$ cat src/rtl/fma_pkg.sv
// Shared parameters and types for the shared product-alignment lane.
package fma_pkg;

    localparam int SIG_WIDTH   = 23;
    localparam int SHAMT_WIDTH = 6;
    localparam int NUM_REQ     = 9;

    // Product width: two full significands including the hidden bit.
    localparam int PW = 2 * (SIG_WIDTH + 1);
    // Tag width: enough bits to name every requester.
    localparam int TW = $clog2(NUM_REQ);

    // One granted request as held in stage 1.
    typedef struct packed {
        logic [PW-1:0]          s;
        logic [PW-1:0]          c;
        logic [SHAMT_WIDTH-1:0] shamt;
        logic                   sign;
        logic [TW-1:0]          tag;
    } lane_req_t;

    // Round-robin successor of a granted index, wrapping after the last requester.
    function automatic logic [TW-1:0] next_ptr(input logic [TW-1:0] g);
        if (g == TW'(NUM_REQ - 1)) begin
            return '0;
        end else begin
            return g + TW'(1);
        end
    endfunction

endpackage

$ cat src/rtl/align_lane.sv
// Combinational product alignment: logical right shift of the sum and carry
// words, then invert (sum) / two's-complement (carry) for negative products.
// The extra LSB of the carry word injects the +1 that completes the sum's
// one's complement, so s + c stays the negated aligned product.
module align_lane
    import fma_pkg::*;
(
    input  logic [PW-1:0]          s,
    input  logic [PW-1:0]          c,
    input  logic [SHAMT_WIDTH-1:0] shamt,
    input  logic                   sign,
    output logic [PW:0]            res_s,
    output logic [PW:0]            res_c
);

    logic [PW-1:0] sb;
    logic [PW-2:0] cb_lo;
    logic [PW-2:0] cb_neg;

    // Shift both words; amounts at or beyond the product width flush to zero.
    always_comb begin
        sb    = '0;
        cb_lo = '0;
        if (shamt >= SHAMT_WIDTH'(PW)) begin
            sb    = '0;
            cb_lo = '0;
        end else begin
            sb    = s >> shamt;
            cb_lo = (PW-1)'(c >> shamt);
        end
    end

    // Sign adjustment; only the low PW-1 carry bits survive into the result,
    // and the low bits of a negation depend only on the low input bits.
    always_comb begin
        cb_neg = ~cb_lo + (PW-1)'(1);
        res_s  = {sign, sign ? ~sb : sb};
        res_c  = {sign & (|cb_lo), sign ? cb_neg : cb_lo, sign};
    end

endmodule

$ cat src/rtl/shifter_arbiter.sv
// Round-robin arbiter in front of a single two-stage elastic alignment lane
// shared by all FMA product requesters. Results carry the requester index
// and a batch marker on every NUM_REQ-th result.
module shifter_arbiter
    import fma_pkg::*;
(
    input  logic                          clk,
    input  logic                          rst,
    input  logic [NUM_REQ-1:0]            req_valid,
    output logic [NUM_REQ-1:0]            req_ready,
    input  logic [NUM_REQ*PW-1:0]         req_s,
    input  logic [NUM_REQ*PW-1:0]         req_c,
    input  logic [NUM_REQ*SHAMT_WIDTH-1:0] req_shamt,
    input  logic [NUM_REQ-1:0]            req_sign,
    output logic                          out_valid,
    input  logic                          out_ready,
    output logic [TW-1:0]                 out_tag,
    output logic [PW:0]                   out_s,
    output logic [PW:0]                   out_c,
    output logic                          out_last
);

    logic [TW-1:0] ptr;
    logic [TW-1:0] bcnt;
    logic          s1_valid;
    lane_req_t     s1;

    logic          s2_load;
    logic          s1_accept;
    logic          gnt_any;
    logic [TW-1:0] gnt_idx;
    logic [TW:0]   cand;
    logic          xfer_in;
    lane_req_t     gnt_req;
    logic [PW:0]   lane_s;
    logic [PW:0]   lane_c;

    // Stage 2 takes a new value when it is empty or being drained this cycle;
    // stage 1 may take a new grant when it is empty or moving into stage 2.
    assign s2_load   = !out_valid || out_ready;
    assign s1_accept = !s1_valid || s2_load;
    assign xfer_in   = gnt_any && s1_accept && !rst;
    assign out_last  = out_valid && (bcnt == TW'(NUM_REQ - 1));

    // Find the first valid requester at or after ptr, wrapping around.
    always_comb begin
        gnt_any = 1'b0;
        gnt_idx = '0;
        cand    = '0;
        for (int k = 0; k < NUM_REQ; k++) begin
            cand = {1'b0, ptr} + (TW+1)'(k);
            if (cand >= (TW+1)'(NUM_REQ)) begin
                cand = cand - (TW+1)'(NUM_REQ);
            end else begin
                cand = cand;
            end
            if (!gnt_any && req_valid[cand[TW-1:0]]) begin
                gnt_any = 1'b1;
                gnt_idx = cand[TW-1:0];
            end else begin
                gnt_any = gnt_any;
            end
        end
    end

    // Ready goes only to the winner, and only when stage 1 can take it.
    always_comb begin
        req_ready = '0;
        if (xfer_in) begin
            req_ready[gnt_idx] = 1'b1;
        end else begin
            req_ready = '0;
        end
    end

    // Select the winner's operands out of the packed request buses.
    always_comb begin
        gnt_req.s     = req_s[gnt_idx*PW +: PW];
        gnt_req.c     = req_c[gnt_idx*PW +: PW];
        gnt_req.shamt = req_shamt[gnt_idx*SHAMT_WIDTH +: SHAMT_WIDTH];
        gnt_req.sign  = req_sign[gnt_idx];
        gnt_req.tag   = gnt_idx;
    end

    // Round-robin pointer moves past the index that just transferred.
    always_ff @(posedge clk) begin
        if (rst) begin
            ptr <= '0;
        end else if (xfer_in) begin
            ptr <= next_ptr(gnt_idx);
        end else begin
            ptr <= ptr;
        end
    end

    // Stage 1: capture the granted request.
    always_ff @(posedge clk) begin
        if (rst) begin
            s1_valid <= 1'b0;
            s1       <= '0;
        end else if (s1_accept) begin
            s1_valid <= xfer_in;
            if (xfer_in) begin
                s1 <= gnt_req;
            end else begin
                s1 <= s1;
            end
        end else begin
            s1_valid <= s1_valid;
            s1       <= s1;
        end
    end

    align_lane u_lane (
        .s     (s1.s),
        .c     (s1.c),
        .shamt (s1.shamt),
        .sign  (s1.sign),
        .res_s (lane_s),
        .res_c (lane_c)
    );

    // Stage 2: register the aligned result; hold it while stalled downstream.
    always_ff @(posedge clk) begin
        if (rst) begin
            out_valid <= 1'b0;
            out_tag   <= '0;
            out_s     <= '0;
            out_c     <= '0;
        end else if (s2_load) begin
            out_valid <= s1_valid;
            if (s1_valid) begin
                out_tag <= s1.tag;
                out_s   <= lane_s;
                out_c   <= lane_c;
            end else begin
                out_tag <= out_tag;
                out_s   <= out_s;
                out_c   <= out_c;
            end
        end else begin
            out_valid <= out_valid;
            out_tag   <= out_tag;
            out_s     <= out_s;
            out_c     <= out_c;
        end
    end

    // Batch counter: counts delivered results, wrapping every NUM_REQ.
    always_ff @(posedge clk) begin
        if (rst) begin
            bcnt <= '0;
        end else if (out_valid && out_ready) begin
            if (bcnt == TW'(NUM_REQ - 1)) begin
                bcnt <= '0;
            end else begin
                bcnt <= bcnt + TW'(1);
            end
        end else begin
            bcnt <= bcnt;
        end
    end

endmodule

$ cat config.mk
export PLATFORM = sky130hd
export DESIGN_NAME = shifter_arbiter
export DESIGN_NICKNAME = d
export VERILOG_FILES = /design/src/rtl/fma_pkg.sv /design/src/rtl/align_lane.sv /design/src/rtl/shifter_arbiter.sv
export SDC_FILE = /design/constraint.sdc
export NUM_CORES = 1
export LEC_CHECK = 0
export ABC_AREA = 1
export BUFFER_PORTS_ARGS = -buffer_cell sky130_fd_sc_hd__buf_2
export CAP_MARGIN = 20
export CORE_AREA = 2 2 409 411
export DETAILED_ROUTE_END_ITERATION = 10
export DIE_AREA = 0 0 411 413
export SYNTH_ARGS = -nofsm -noshare
export SYNTH_HDL_FRONTEND = slang
export SYNTH_SLANG_ARGS = --single-unit
export TNS_END_PERCENT = 20
$ cat constraint.sdc
create_clock -name clk -period 6.1 [get_ports clk]
set_input_delay 0.915 -clock clk [delete_from_list [all_inputs] [get_ports clk]]
set_output_delay 0.915 -clock clk [all_outputs]
set_load 0.01 [all_outputs]
Word-level counts from Yosys, hierarchy flattened:

Index checks and enable logic that the tools add are counted.

* register bits: 219
* input port bits: 939
* output and inout bits: 113
* logic and storage cells: 150

* add/sub/neg operators: 20
* multiply operators: 2
* magnitude comparators: 21
* equal/unequal tests: 2
* shifts and indexed selects: 5
* multiplexer cells: 56
* bitwise operators: 3
* reductions and logical operators: 29

Operator list (number)
* $shiftx A432 B11 Y48: 2
* $mux W48: 2
* $mux W47: 2
* $mux W4: 20
* $shiftx A54 B8 Y6: 1
* $lt A4 B5 Y1 const B: 10
* $not A48 Y48: 1
* $shr A48 B6 Y47: 1
* $shr A48 B6 Y48: 1
* $add A47 B1 Y47 const B: 1
* $not A47 Y47: 1
* $reduce_or A47 Y1: 1
* $bmux W1 S4: 10
* $ge A5 B4 Y1 const B: 8
* $sub A4 B4 Y4 const B: 9
* $add A4 B3 Y5 const B: 4
* $mux W1: 20
* $logic_and A1 B1 Y1: 13
* $mul A4 B2 Y6 const B: 2
* $logic_not A1 Y1: 11
* $add A4 B2 Y5 const B: 2
* $mux W9: 1
* $add A4 B1 Y4 const B: 2
* $eq A4 B4 Y1 const B: 2
* other kinds (9): 11

Longest topological paths before layout:

* depth after elaboration: 34
* gate-level depth with buffers: 35

Modules after synthesis:

From an unflattened synthesis, not the netlist that was laid out.

* cells, all modules: 5349
* area, all modules: 27958.1 µm²

By module, submodules not included
* shifter_arbiter: times used 1, cells an instance 3752, area an instance 20390.8 µm², sequential area each 4384.2 µm²
* align_lane: times used 1, cells an instance 1597, area an instance 7567.3 µm², sequential area each 0.0 µm²

Least setup slack after synthesis:

Ideal clock, no wire load.

* path kind: reg-to-output
* start point: reg ptr[1]
* end point: out req_ready[3]
* arrival time: 3999 ps
* slack: 1186 ps
* stages on the path, launching flop included: 25
* buffers on the path: 2
* path through: dfxtp_1 -> inv_1 -> ha_1 -> nor2_1 -> nand3_1 -> nand2_2 -> nand3_1 -> nand2_2 -> nand2_1 -> nand3_1 -> nand3_1 -> nand3_2 -> nand4_2 -> nor2_4 -> nand4_2 -> inv_2 -> nand3_2 -> clkinv_1 -> nand2_1 -> nand2_2 -> buf_2 -> buf_1 -> ha_1 -> inv_1 -> nor3_1

* cells in the longest elaborated chain, start to end: 34

Ends and longest elaborated chain
* from (decl): RTL line shifter_arbiter.sv:23 `logic [TW-1:0] ptr;`
* from (signal assigned): RTL line shifter_arbiter.sv:90 `ptr <= next_ptr(gnt_idx);`
* from (signal assigned): RTL line shifter_arbiter.sv:92 `ptr <= ptr;`
* parallel branches: the longest is 33 deep, another holds $add A4 B1 Y5
* $mux W9 (*): RTL line shifter_arbiter.sv:69 `if (xfer_in) begin`
* to (decl): RTL line shifter_arbiter.sv:10 `output logic [NUM_REQ-1:0] req_ready,`

Mark *: on every way between the ends. The select of a mux whose other input is x is not followed.

Worst setup path in the final report:

* start point: reg ptr[1]
* end point: out req_ready[0]

The elaborated chain is that of the path after synthesis.

==> impl_summary.txt <==
----------------------------------------------------
[Yosys]
  Mean area per synthesized cell ... 5.208 um2
  Instance count of the mapped netlist ... 5227
  Seq cells post-synth ... 218
  Syn Std Cell Area ... 27220 um2
  Leading cell types by total area after synthesis ... sky130_fd_sc_hd__nand2_1 25%, sky130_fd_sc_hd__nand3_1 19%, sky130_fd_sc_hd__dfxtp_1 16%
  Seq/Total Area, Yosys ... 0.1603
  Number of enable-type register cells in the synthesized netlist ... 0
  Share of the synthesized netlist area taken by xor and xnor gates ... 0.01466
  Arithmetic-cell share of the synthesized area counting full adders, half adders and majority gates ... 0.01333
  Combinational family with the most area after synthesis ... simple AND/OR/NAND/NOR gates
  Synthesis Warnings ... 0
  Synth cell types ... 52
  Cell with the most instances after synthesis ... sky130_fd_sc_hd__nand2_1
  Dominant cell type by area after synthesis ... sky130_fd_sc_hd__nand2_1
  Proportion of synthesized area in mux cells ... 0.008458
  Complex-gate fraction of the synthesized area ... 0.1513
  Share of Yosys cell area claimed by the top area cell type ... 0.2466
  Main synth FF type ... sky130_fd_sc_hd__dfxtp_1
  Commonest cells post-synth ... 1788 x sky130_fd_sc_hd__nand2_1, 1040 x sky130_fd_sc_hd__nand3_1, 509 x sky130_fd_sc_hd__inv_1
  Fraction of the mapped netlist area in simple logic gates ... 0.5145
  Async set or reset register ratio after synthesis ... 0
  Net count after synthesis ... between 6000 and 7000

[CTS]
  Clock slew at reported path FFs ... 80 ps
  Number of clock buffers inserted by TritonCTS ... 35
  Clock tree from TritonCTS ... yes
  H-tree Lvls ... 2
  Maximum buffer depth of the clock tree ... 3
  Clock sink total ... 218
  Clk Latency, worst-skew pair ... 600 ps
  Clock root buffer ... sky130_fd_sc_hd__clkbuf_16
  Count of hold buffers inserted by post-cts repair ... 0

[Global route]
  Maximum number of pins on one net before global-route repair ... 148
  Number of global-route vias before repair ... 35430
  Global routing usage summed across all routing layers ... 0.2223
  Overflow left after global routing ... 0
  First-pass GRT wire length ... 269.7 mm
  Initial antenna violation count ... 79

[Place]
  Worst slack at placement ... between 400 and 500 ps
  Post-detailed-placement half-perimeter wirelength ... 162.5 mm
  Buffers added on ports ... 1051
  Final weighted congestion in routability-driven placement ... 0.9784
  Placed Cells incl. Taps ... 8207

[Critical path]
  Data arrival at the endpoint of the critical path ... between 4000 and 5000 ps
  Startpoint types ... flip-flop
  Req. time, crit path ... between 5000 and 6000 ps
  Critical path class ... flip-flop to primary output
  Sort of element at the end of the critical path ... primary output
  Length in cells of the worst reg-to-reg path ... 18
  Largest fanout on the critical path ... 7

[Timing]
  Final worst setup slack ... 286.6 ps
  Total Neg Setup Slack ... 0 ps
  Final Max Slew Viols ... 0
  Worst Tran Pin Value ... 1059 ps
  Layout Skew ... 46.27 ps
  Hold violation count in the final report ... 0
  Final number of setup-violating endpoints ... 0
  Slew headroom ... 0.2929
  Post-layout min period ... 5813 ps
  Max frequency ... 172.0 MHz
  Share of the cycle needed by the critical path after routing ... 0.9530
  RSZ-0062 raised after global routing ... no

[Finish]
  Number of cells in the finished layout apart from fillers ... about 8300
  Number of nets in the final layout ... 7019
  Area occupied by multi-input gates ... between 15000 and 20000 um2
  Proportion of layout cells with a drive suffix above 1 ... 0.2221
  Number of inserted filler cells in the final layout ... 19440
  Area taken by flip-flops and latches ... 4382 um2
  Signed area change from the synthesized netlist to the final layout ... 33.78%

[Die]
  Core Box Area ... 165900 um2
  Chip Width ... a little over 400 um
  Placement Rows ... 150
  Die area ... 169700 um2
  Top-Level Pins ... 1052
  Starting Density ... 0.1641
  Die H ... 413 um

[Worst hold path]
  Worst hold path cell count ... 2
  Worst Hold Class ... flip-flop to flip-flop

[Routing]
  Drc violations ... 0
  Count of nets left with antenna violations after detail routing ... 0
  Wire length per cell after detailed routing ... 24.11 um
  Number of iterations in the first detailed-routing pass ... 6
  DRT iter0 DRCs ... between 4000 and 5000
  Via density ... approximately 4.8
  Total wire length ... roughly 200 mm
  Via Count ... 39740

[Status]
  Run status ... completed

[Flow run]
  Max Cap Viol ... 0

----------------------------------------------------
flip-flops by register name, summed over array words and instances (netlist names):
name and cells:
s1_valid 1, out_tag 4, out_s 48, out_valid 1, s1 107, out_c 49
bcnt 4, ptr 4
layer usage:
| layer | GRT usage | share of wire | vias up |
|---|---|---|---|
| met5 | 0 | 0.00070 | - |
| met3 | 0.05241 | 0.088 | 314 |
| met2 | 0.3336 | 0.42 | 2006 |
| li1 | - | - | 18710 |
| met1 | 0.3093 | 0.45 | 18690 |
| met4 | 0.07364 | 0.039 | 20 |
final cells by class:
type                       instances  share of cell area
tap                             2204             0.07573
antenna                           37            0.002543
inverter                         535             0.05556
sequential                       218              0.1203
clock buffer                      47             0.02752
clock inverter                    16            0.006529
multi-input combinational       4069              0.5314
timing repair buffer            1192              0.1804
final timing paths:
kind / start / to / slack (ps)
setup / recovery: ptr[1]$_SDFFE_PP0P_ / req_ready[0] / 290
hold / removal: out_c[48]$_SDFFE_PP0P_ / out_c[48]$_SDFFE_PP0P_ / 470
setup reg to reg: s1[5]$_SDFFE_PP0P_ / out_c[16]$_SDFFE_PP0P_ / 950
hold reg to reg: out_c[48]$_SDFFE_PP0P_ / out_c[48]$_SDFFE_PP0P_ / 470
through the flow:
stage | util | hold slack (ps) | area, um2
after floorplan | - | 442.2 | 27220
after global placement | 0.2099 | 457.9 | 34820
after detailed placement | 0.2099 | 459.5 | 34820
after CTS | 0.2176 | 469.4 | 36100
after global routing | 0.2192 | 485.7 | 36370
final | 0.2195 | 467.0 | 36410
cell usage in the layout (no fill, tap or decap), types with 23 or more instances in the layout:
cell | synthesis | layout
sky130_fd_sc_hd__a21oi_1 | 302 | 302
sky130_fd_sc_hd__a31oi_1 | 27 | 27
sky130_fd_sc_hd__buf_2 | 106 | 1046
sky130_fd_sc_hd__buf_4 | 16 | 123
sky130_fd_sc_hd__clkbuf_16 | 0 | 36
sky130_fd_sc_hd__dfxtp_1 | 218 | 210
sky130_fd_sc_hd__diode_2 | 0 | 37
sky130_fd_sc_hd__ha_1 | 29 | 27
sky130_fd_sc_hd__inv_1 | 509 | 505
sky130_fd_sc_hd__inv_2 | 18 | 24
sky130_fd_sc_hd__mux2i_1 | 23 | 23
sky130_fd_sc_hd__nand2_1 | 1788 | 1783
sky130_fd_sc_hd__nand3_1 | 1040 | 1036
sky130_fd_sc_hd__nand3b_1 | 110 | 110
sky130_fd_sc_hd__nor2_1 | 177 | 172
sky130_fd_sc_hd__nor3_1 | 25 | 24
sky130_fd_sc_hd__o211ai_1 | 55 | 55
sky130_fd_sc_hd__o21ai_0 | 333 | 331
logic make-up after synthesis:
| group | Yosys count |
|---|---|
| compound gates | 771 |
| flops | 218 |
| buf+inv | 940 |
| fa+ha+maj | 29 |
| simple gates | 3203 |
| xor+xnor | 43 |
| mux | 23 |
repair_timing:
item,4_1_cts,5_1_grt
endpoints found under the setup margin,2,9
gates resized for setup,4,36
pin swaps,0,3
cloned,0,0
setup buffers,4,7
worst max-delay path, stage by stage, from the launching register on:
cell,delay [ps]
sky130_fd_sc_hd__dfxtp_2,380
sky130_fd_sc_hd__clkinvlp_4,210
sky130_fd_sc_hd__buf_4,210
sky130_fd_sc_hd__ha_1,210
sky130_fd_sc_hd__ha_1,310
sky130_fd_sc_hd__nand3_1,140
sky130_fd_sc_hd__nand4_4,190
sky130_fd_sc_hd__xor2_4,240
sky130_fd_sc_hd__buf_4,160
sky130_fd_sc_hd__o211ai_1,150
sky130_fd_sc_hd__nand3_1,100
sky130_fd_sc_hd__nand2_1,90
sky130_fd_sc_hd__nand2_1,120
sky130_fd_sc_hd__nand4_2,160
sky130_fd_sc_hd__inv_2,60
sky130_fd_sc_hd__nand3_2,100
sky130_fd_sc_hd__clkinvlp_4,160
sky130_fd_sc_hd__nand2_1,180
sky130_fd_sc_hd__nand2_8,110
sky130_fd_sc_hd__inv_1,130
sky130_fd_sc_hd__ha_1,190
sky130_fd_sc_hd__nand2_2,110
sky130_fd_sc_hd__nor2_4,180
sky130_fd_sc_hd__buf_4,160
sky130_fd_sc_hd__buf_2,220
Power is not shown: default switching activity piles up to over one toggle a cycle in this logic, so the estimate is an artifact.
